===== src/rtl/pkt_bank_scheduler.sv =====
// Multi-bank packet-buffer scheduler: hands free banks to the frontend,
// queues filled banks in FIFO order and runs them through the backend engine.
module pkt_bank_scheduler #(
    parameter int NUM_BANKS = 2,
    parameter int BANK_W    = 1,
    parameter int TIMEOUT   = 4096
) (
    input  logic              aclk,
    input  logic              areset,
    output logic              fe_grant,
    output logic [BANK_W-1:0] fe_bank,
    input  logic              fe_done,
    input  logic [15:0]       fe_length,
    output logic              be_start,
    output logic [BANK_W-1:0] be_bank,
    output logic [15:0]       be_length,
    input  logic              be_finish,
    output logic              be_abort,
    output logic [BANK_W:0]   occupancy,
    output logic [31:0]       pkt_cnt,
    output logic [15:0]       drop_cnt,
    output logic              err_ovf,
    output logic              err_timeout,
    output logic              err_spurious
);

    localparam int WD_W = $clog2(TIMEOUT);
    localparam logic [WD_W-1:0] WD_LAST = WD_W'(TIMEOUT - 1);
    localparam logic [BANK_W:0] OCC_FULL = (BANK_W + 1)'(NUM_BANKS);

    typedef enum logic {
        BE_IDLE,
        BE_WAIT
    } be_state_e;

    be_state_e state_q, state_d;

    logic [BANK_W-1:0] wr_ptr_q, wr_ptr_d;
    logic [BANK_W-1:0] rd_ptr_q, rd_ptr_d;
    logic [BANK_W:0]   occ_q, occ_d;
    logic [15:0]       len_q [NUM_BANKS];

    logic              be_start_q, be_start_d;
    logic              be_abort_q, be_abort_d;
    logic [BANK_W-1:0] be_bank_q, be_bank_d;
    logic [15:0]       be_length_q, be_length_d;
    logic [WD_W-1:0]   wdog_q, wdog_d;

    logic [31:0]       pkt_cnt_q, pkt_cnt_d;
    logic [15:0]       drop_cnt_q, drop_cnt_d;
    logic              err_ovf_q, err_ovf_d;
    logic              err_timeout_q, err_timeout_d;
    logic              err_spurious_q, err_spurious_d;

    logic grant;
    logic accept;
    logic drop;
    logic release_bank;
    logic finish_ok;
    logic timed_out;
    logic spurious;

    // Frontend side: a full queue turns fe_done into an overflow drop,
    // even when a bank is released in that same cycle.
    always_comb begin
        grant  = (occ_q != OCC_FULL);
        accept = fe_done && grant && (fe_length != 16'd0);
        drop   = fe_done && (!grant || (fe_length == 16'd0));
    end

    always_comb begin
        state_d      = state_q;
        be_start_d   = 1'b0;
        be_abort_d   = 1'b0;
        be_bank_d    = be_bank_q;
        be_length_d  = be_length_q;
        wdog_d       = wdog_q;
        release_bank = 1'b0;
        finish_ok    = 1'b0;
        timed_out    = 1'b0;
        spurious     = 1'b0;
        unique case (state_q)
            BE_IDLE: begin
                spurious = be_finish;
                if (occ_q != '0) begin
                    be_start_d  = 1'b1;
                    be_bank_d   = rd_ptr_q;
                    be_length_d = len_q[rd_ptr_q];
                    wdog_d      = '0;
                    state_d     = BE_WAIT;
                end
            end
            BE_WAIT: begin
                wdog_d = wdog_q + WD_W'(1);
                if (be_finish) begin
                    release_bank = 1'b1;
                    finish_ok    = 1'b1;
                    state_d      = BE_IDLE;
                end else if (wdog_q == WD_LAST) begin
                    release_bank = 1'b1;
                    timed_out    = 1'b1;
                    be_abort_d   = 1'b1;
                    state_d      = BE_IDLE;
                end
            end
        endcase
    end

    always_comb begin
        wr_ptr_d = wr_ptr_q;
        rd_ptr_d = rd_ptr_q;
        occ_d    = occ_q;
        if (accept) begin
            wr_ptr_d = wr_ptr_q + BANK_W'(1);
        end
        if (release_bank) begin
            rd_ptr_d = rd_ptr_q + BANK_W'(1);
        end
        unique case ({accept, release_bank})
            2'b10:   occ_d = occ_q + (BANK_W + 1)'(1);
            2'b01:   occ_d = occ_q - (BANK_W + 1)'(1);
            default: occ_d = occ_q;
        endcase
    end

    always_comb begin
        pkt_cnt_d      = pkt_cnt_q;
        drop_cnt_d     = drop_cnt_q;
        err_ovf_d      = err_ovf_q;
        err_timeout_d  = err_timeout_q;
        err_spurious_d = err_spurious_q;
        if (finish_ok) begin
            pkt_cnt_d = pkt_cnt_q + 32'd1;
        end
        if (drop && (drop_cnt_q != 16'hFFFF)) begin
            drop_cnt_d = drop_cnt_q + 16'd1;
        end
        if (fe_done && !grant) begin
            err_ovf_d = 1'b1;
        end
        if (timed_out) begin
            err_timeout_d = 1'b1;
        end
        if (spurious) begin
            err_spurious_d = 1'b1;
        end
    end

    always_ff @(posedge aclk) begin
        if (areset) begin
            state_q        <= BE_IDLE;
            wr_ptr_q       <= '0;
            rd_ptr_q       <= '0;
            occ_q          <= '0;
            be_start_q     <= 1'b0;
            be_abort_q     <= 1'b0;
            be_bank_q      <= '0;
            be_length_q    <= '0;
            wdog_q         <= '0;
            pkt_cnt_q      <= '0;
            drop_cnt_q     <= '0;
            err_ovf_q      <= 1'b0;
            err_timeout_q  <= 1'b0;
            err_spurious_q <= 1'b0;
            for (int i = 0; i < NUM_BANKS; i++) begin
                len_q[i] <= '0;
            end
        end else begin
            state_q        <= state_d;
            wr_ptr_q       <= wr_ptr_d;
            rd_ptr_q       <= rd_ptr_d;
            occ_q          <= occ_d;
            be_start_q     <= be_start_d;
            be_abort_q     <= be_abort_d;
            be_bank_q      <= be_bank_d;
            be_length_q    <= be_length_d;
            wdog_q         <= wdog_d;
            pkt_cnt_q      <= pkt_cnt_d;
            drop_cnt_q     <= drop_cnt_d;
            err_ovf_q      <= err_ovf_d;
            err_timeout_q  <= err_timeout_d;
            err_spurious_q <= err_spurious_d;
            if (accept) begin
                len_q[wr_ptr_q] <= fe_length;
            end
        end
    end

    assign fe_grant     = grant;
    assign fe_bank      = wr_ptr_q;
    assign be_start     = be_start_q;
    assign be_bank      = be_bank_q;
    assign be_length    = be_length_q;
    assign be_abort     = be_abort_q;
    assign occupancy    = occ_q;
    assign pkt_cnt      = pkt_cnt_q;
    assign drop_cnt     = drop_cnt_q;
    assign err_ovf      = err_ovf_q;
    assign err_timeout  = err_timeout_q;
    assign err_spurious = err_spurious_q;

endmodule


===== config.mk =====
export PLATFORM = sky130hd
export DESIGN_NAME = pkt_bank_scheduler
export DESIGN_NICKNAME = d
export VERILOG_FILES = /design/src/rtl/pkt_bank_scheduler.sv
export SDC_FILE = /design/constraint.sdc
export NUM_CORES = 1
export LEC_CHECK = 0
export BUFFER_PORTS_ARGS = -buffer_cell sky130_fd_sc_hd__buf_2
export CAP_MARGIN = 30
export CORE_MARGIN = 4
export CORE_UTILIZATION = 40
export DETAILED_ROUTE_END_ITERATION = 16
export GPL_ROUTABILITY_DRIVEN = 1
export GPL_TIMING_DRIVEN = 0
export PLACE_DENSITY_LB_ADDON = 0.25
export SYNTH_ARGS = -nofsm -noshare
export SYNTH_HDL_FRONTEND = slang
export SYNTH_SLANG_ARGS = --single-unit

===== constraint.sdc =====
create_clock -name aclk -period 3.7 [get_ports aclk]
set_clock_uncertainty 0.05 [all_clocks]
set_input_delay 0.74 -clock aclk [delete_from_list [all_inputs] [get_ports aclk]]
set_output_delay 0.74 -clock aclk [all_outputs]
set_load 0.02 [all_outputs]

==> results.json, run 1 <==
{
  "r2r_slack_ps": 1080,
  "switchingPower_mw": 1.28,
  "hp-start": "err_timeout$_SDFFE_PP0P_",
  "grt_pass1_wl_mm": 20.0,
  "syn_to_final_growth_pct": 24.3,
  "numCtsBuffers": 17,
  "vdd_drop_max_v": 0.000346,
  "grt_max_degree": 17,
  "place_hpwl_mm": 8.74,
  "layout-drive-gt1-share_pct": 22.3,
  "post-route-min-period_ps": 2620,
  "crit_end": "len_q[0][13]$_SDFFCE_PN0P_",
  "netSwitchingFraction_pct": 31.2,
  "hold_violations": 0,
  "p_int_mw": 2.83,
  "worstPathMaxFanout": 10,
  "tightestPinTransition_ps": 920,
  "setup.worst_path.start_class": "flop",
  "top_layer": "met4",
  "powerDensity_mw_per_mm2": 643,
  "min_period_over_period_pct": 70.8,
  "drt_drc_violations_left": 0,
  "cts_sinks": 119,
  "pre_cts_slack_ps": 709,
  "num_antenna_cells": 0,
  "setup_tns_ps": 0,
  "clock.fmax_mhz": 382,
  "synthArstFlopShare_pct": 0,
  "p_clk_share_pct": 38.1,
  "crit_arrival_ps": 2850,
  "cts_setup_buffers": 0,
  "synth_cell_types": 52,
  "outcome": "finished, final reports clean",
  "grt_util_all_layers_pct": 17.3,
  "max-cap-violations": 0,
  "dieWidth_um": 121,
  "hold_class": "flop to flop",
  "rsz0062_at_grt": "false",
  "syn_nets": 546,
  "pwr-share-seq_pct": 39.9,
  "io_pins": 94,
  "ys_warn_count": 0,
  "final_cell_mix": "buf_2 (97), dfxtp_1 (87), nor2_1 (66), and2_1 (32), edfxtp_1 (32)",
  "fin_ws_ps": 1080,
  "clk_pin_slew_ps": 50,
  "pwr-share-comb_pct": 22.0,
  "cts_resized": 0,
  "rr_worst_depth": 7,
  "drv_slew": 0,
  "clockRootBuffer": "clkbuf_16",
  "dieArea_mm2": 0.0147,
  "ys_ff_latch": 119,
  "fillers": 1226,
  "h-tree-depth": 4,
  "vias": 4192,
  "path_class": "flop to flop",
  "routedWlPerCell_um": 15.0,
  "overflow": 0,
  "syn_area_per_cell_um2": 9.85,
  "die_h_um": 121,
  "cts_buffer_depth": 2,
  "nNetsFinal": 658,
  "antenna_found_initial": 0,
  "cp.required_ps": 3930,
  "wl_met1_mm": 5.83,
  "firstDrtPassIters": 4,
  "clk_latency_ps": 410,
  "rows": 41,
  "max_slew_margin_pct": 38.6,
  "reg2reg_from": "occupancy[0]$_SDFFE_PP0P_",
  "dr_wl_met3_um": 587,
  "rr_endpoint": "len_q[0][13]$_SDFFCE_PN0P_",
  "ant_nets": 0,
  "synth-edff-count": 32,
  "crit_path_end_kind": "flop",
  "start_util_pct": 40.8,
  "met2_length_mm": 5.69,
  "grt_pass1_vias": 4018,
  "setup_viol": 0,
  "final_util_pct": 50.7,
  "synthCells": 522,
  "ys_seq_area_share_pct": 52.5,
  "drt-total-wl_mm": 12.3,
  "core-area_mm2": 0.0126,
  "io_buffers": 93,
  "cts_hold_buf": 0,
  "final_common_cell": "buf_2",
  "drtIter0Drc": 185,
  "ys.flop_type": "dfxtp_1",
  "place.gp.congestion": 0.803,
  "leakage_nw": 2.44,
  "syn_area_mm2": 0.00514,
  "critPathLaunch": "occupancy[0]$_SDFFE_PP0P_",
  "cts_tree": "built",
  "via_per_inst": 5.12
}
state kept, by name (all words and copies together), names as in the netlist:
signal and cells:
state_q 1, be_start 1, err_ovf 1, err_timeout 1
be_length 16, be_bank 1, be_abort 1, wdog_q 12
rd_ptr_q 1, len_q 32, drop_cnt 16, pkt_cnt 32
occupancy 2, err_spurious 1, fe_bank 1
critical path, cell delays in order (launching register included):
cell and delay [ps]:
dfxtp_1 450, nor2b_1 170, a41oi_1 280, buf_2 270, nand2_2 130, nor3_1 540
clkbuf_1 390, and2_1 190
Yosys cell counts, drive strengths merged (10+ instances only):
library cell	number	area (um^2)
dfxtp	87	1740
nor2	66	248
and2	34	215
edfxtp	32	961
nand2	32	123
xnor2	27	236
a21oi	26	130
nand3	22	123
a211oi	19	143
mux2i	17	170
clkbuf	16	63.8
nor4	15	93.8
nor3	14	70.1
xor2	13	114
inv	12	45.0
o21ai	11	55.1
or3	11	68.8
and4	10	90.1
buf	10	68.8
stage by stage:
stage / power (mW) / area [um^2] / instances / hold WS [ps]
6_report: 4.11 / 6390 / 819 / 398
5_1_grt: 4.30 / 6390 / 819 / 453
4_1_cts: 4.14 / 6390 / 819 / 398
3_5_place_dp: 2.58 / 5830 / 787 / 389
3_3_place_gp: 2.56 / 5820 / 787 / 388
2_1_floorplan: 2.26 / 5140 / 522 / 408
layer usage:
layer	global-route usage, %	vias up
li1	-	2084
met1	22.3	1993
met2	27.5	98
met3	4.85	17
met4	6.93	0
met5	0	-
area by class of cell:
| cell class | count | area, um^2 | area share [%] |
|---|---|---|---|
| well taps | 172 | 215 | 3.37 |
| repair buffers | 93 | 465 | 7.28 |
| plain buffers | 26 | 133 | 2.07 |
| clock buffers | 25 | 495 | 7.75 |
| inverters | 12 | 45.0 | 0.705 |
| multi-input cells | 365 | 2270 | 35.5 |
| flip-flops and latches | 119 | 2700 | 42.3 |
| clock inverters | 7 | 68.8 | 1.08 |
power by group through the flow:
stage	sequential (mW)	clock (mW)	combinational, mW
floorplan	1.78	0	0.477
global placement	1.66	0	0.898
detailed placement	1.67	0	0.913
CTS	1.64	1.58	0.916
global route	1.66	1.65	0.992
finish	1.64	1.57	0.903
cells by family after synthesis:
family	Yosys count	share of synthesized area (%)
buffers and inverters	38	3.45
AND/OR/NAND/NOR	234	24.2
multiplexers	18	3.53
AO/OA/AOI/OAI	69	8.47
XOR/XNOR	40	6.81
flip-flops	119	52.5
adder cells (fa/ha/maj)	4	0.973
how the worst min path moves through the flow:
| stage | endpoint | slack [ps] | cells past startpoint |
|---|---|---|---|
| after floorplan | wdog_q[1]$_SDFFE_PP0P_ | 410 | 2 |
| after global placement | err_timeout$_SDFFE_PP0P_ | 390 | 2 |
| after detailed placement | err_timeout$_SDFFE_PP0P_ | 390 | 2 |
| after CTS | err_timeout$_SDFFE_PP0P_ | 400 | 2 |
| after global routing | be_bank$_SDFFE_PP0P_ | 450 | 2 |
| final | err_timeout$_SDFFE_PP0P_ | 400 | 2 |
(Power assumes the default switching activity.)
==> run 2, diff against run 1 <==
clock period = 2.4 ns   (was 3.7 ns; I/O delays follow)
==> results.json, run 2 (same netlist as run 1, synthesis figures left out) <==
{
  "powerDensity_mw_per_mm2": 985,
  "drtIter0Drc": 211,
  "vdd_drop_max_v": 0.000542,
  "place_hpwl_mm": 8.74,
  "firstDrtPassIters": 4,
  "path_class": "flop to flop",
  "hold_class": "input port to flop",
  "cts_sinks": 119,
  "fin_ws_ps": 176,
  "cts_setup_buffers": 0,
  "placed_area_mm2": 0.00583,
  "clk_latency_ps": 410,
  "crit_end": "occupancy[1]$_SDFFE_PP0P_",
  "clockRootBuffer": "clkbuf_16",
  "num_antenna_cells": 0,
  "power_mw": 6.36,
  "layout-drive-gt1-share_pct": 23.5,
  "final_common_cell": "buf_2",
  "cp_num_buf_inv": 1,
  "syn_to_final_growth_pct": 25.6,
  "io_buffers": 93,
  "tightestPinTransition_ps": 643,
  "crit_path_end_kind": "flop",
  "start_util_pct": 40.8,
  "place_inst": 787,
  "cts_tree": "built",
  "place.gp.congestion": 0.803,
  "leakage_nw": 2.47,
  "rsz0062_at_grt": "false",
  "cts_buffer_depth": 2,
  "critPathLaunch": "occupancy[0]$_SDFFE_PP0P_",
  "rr_endpoint": "occupancy[1]$_SDFFE_PP0P_",
  "post-route-min-period_ps": 2220,
  "core-area_mm2": 0.0126,
  "setup_tns_ps": 0,
  "grt_max_degree": 17,
  "r2r_slack_ps": 180,
  "cts_hold_buf": 0,
  "setup.worst_path.start_class": "flop",
  "hold_violations": 0,
  "path_cells": "nor2b_2 -> a41oi_2 -> clkbuf_4 -> nand2_2 -> ha_1 -> or3_1 -> a21oi_1",
  "clock.fmax_mhz": 450,
  "nNetsFinal": 658,
  "worstPathMaxFanout": 10,
  "slowest_stage": "dfxtp_1",
  "overflow": 0,
  "pre_cts_slack_ps": -331,
  "dieWidth_um": 121,
  "routedWlPerCell_um": 15.1,
  "die_h_um": 121,
  "grt_util_all_layers_pct": 17.3,
  "rows": 41,
  "rr_worst_depth": 7,
  "max-cap-violations": 0,
  "grt_pass1_vias": 4030,
  "path_delay_family": "simple AND/OR/NAND/NOR gates",
  "crit_cells": 7,
  "clk_pin_slew_ps": 60,
  "drv_slew": 0,
  "numCtsBuffers": 17,
  "reg2reg_from": "occupancy[0]$_SDFFE_PP0P_",
  "h-tree-depth": 4,
  "vias": 4177,
  "antenna_found_initial": 0,
  "finalNonFillerCells": 819,
  "grt_pass1_wl_mm": 20.0,
  "drt_drc_violations_left": 0,
  "cp.required_ps": 2690,
  "crit_arrival_ps": 2520,
  "ant_nets": 0,
  "dieArea_mm2": 0.0147,
  "io_pins": 94,
  "drt-total-wl_mm": 12.3,
  "min_period_over_period_pct": 92.7,
  "setup_viol": 0,
  "final_cell_mix": "buf_2 (96), dfxtp_1 (87), nor2_1 (66), and2_1 (32), edfxtp_1 (32)",
  "via_per_inst": 5.10,
  "fin_area_mm2": 0.00646,
  "outcome": "finished, final reports clean",
  "cpPeakStageDelay_ps": 460,
  "max_slew_margin_pct": 57.2
}
## run 2: worst register-to-register path: cells and delay by family, from the launching register on
family / cells / cell delay [ps]
AOI/OAI and AO/OA: 2 / 370
DFF: 1 / 460
adders and majority gates: 1 / 380
and+or+nand+nor: 3 / 660
buffers and inverters: 1 / 250
## run 2: worst min-delay path by stage
stage	start	to	depth (start not counted)
floorplan	wdog_q[1]$_SDFFE_PP0P_	wdog_q[1]$_SDFFE_PP0P_	2
global placement	err_timeout$_SDFFE_PP0P_	err_timeout$_SDFFE_PP0P_	2
detailed placement	err_timeout$_SDFFE_PP0P_	err_timeout$_SDFFE_PP0P_	2
CTS	fe_length[2]	len_q[1][2]$_SDFFCE_PN0P_	2
global route	fe_length[11]	len_q[1][11]$_SDFFCE_PN0P_	2
finish	fe_length[2]	len_q[1][2]$_SDFFCE_PN0P_	2
## run 2: routing by layer
metal	GRT usage, %	vias up	wire length (um)
li1	-	2082	-
met1	22.2	1977	5760
met2	27.7	101	5720
met3	4.85	17	634
met4	6.93	0	223
met5	0	-	0
## run 2: layout make-up
cell class | count | area [um^2]
clock buffer | 25 | 495
sequential | 119 | 2700
multi-input combinational | 365 | 2330
fill | 1216 | 6160
timing repair buffer | 93 | 465
inverter | 12 | 45.0
buffer | 26 | 138
tap | 172 | 215
clock inverter | 7 | 68.8
## run 2: through the flow
step           hold slack, ps  utilization [%]
6_report                  318             51.2
3_3_place_gp              388             46.2
5_1_grt                   313             51.2
4_1_cts                   302             50.8
2_1_floorplan             408                -
3_5_place_dp              389             46.2
## run 2: power breakdown
part	switching [mW]	internal (mW)	leakage (nW)	total, mW
registers	0.167	2.37	1.05	2.53
clock network	0.885	1.53	0.270	2.41
logic	0.937	0.478	1.15	1.42
total	1.99	4.37	2.47	6.36
## run 2: repair_timing
action | CTS | global route
cloned | 0 | 0
setup endpoints to repair | 36 | 41
gates resized for setup | 5 | 9
pin swaps | 0 | 0
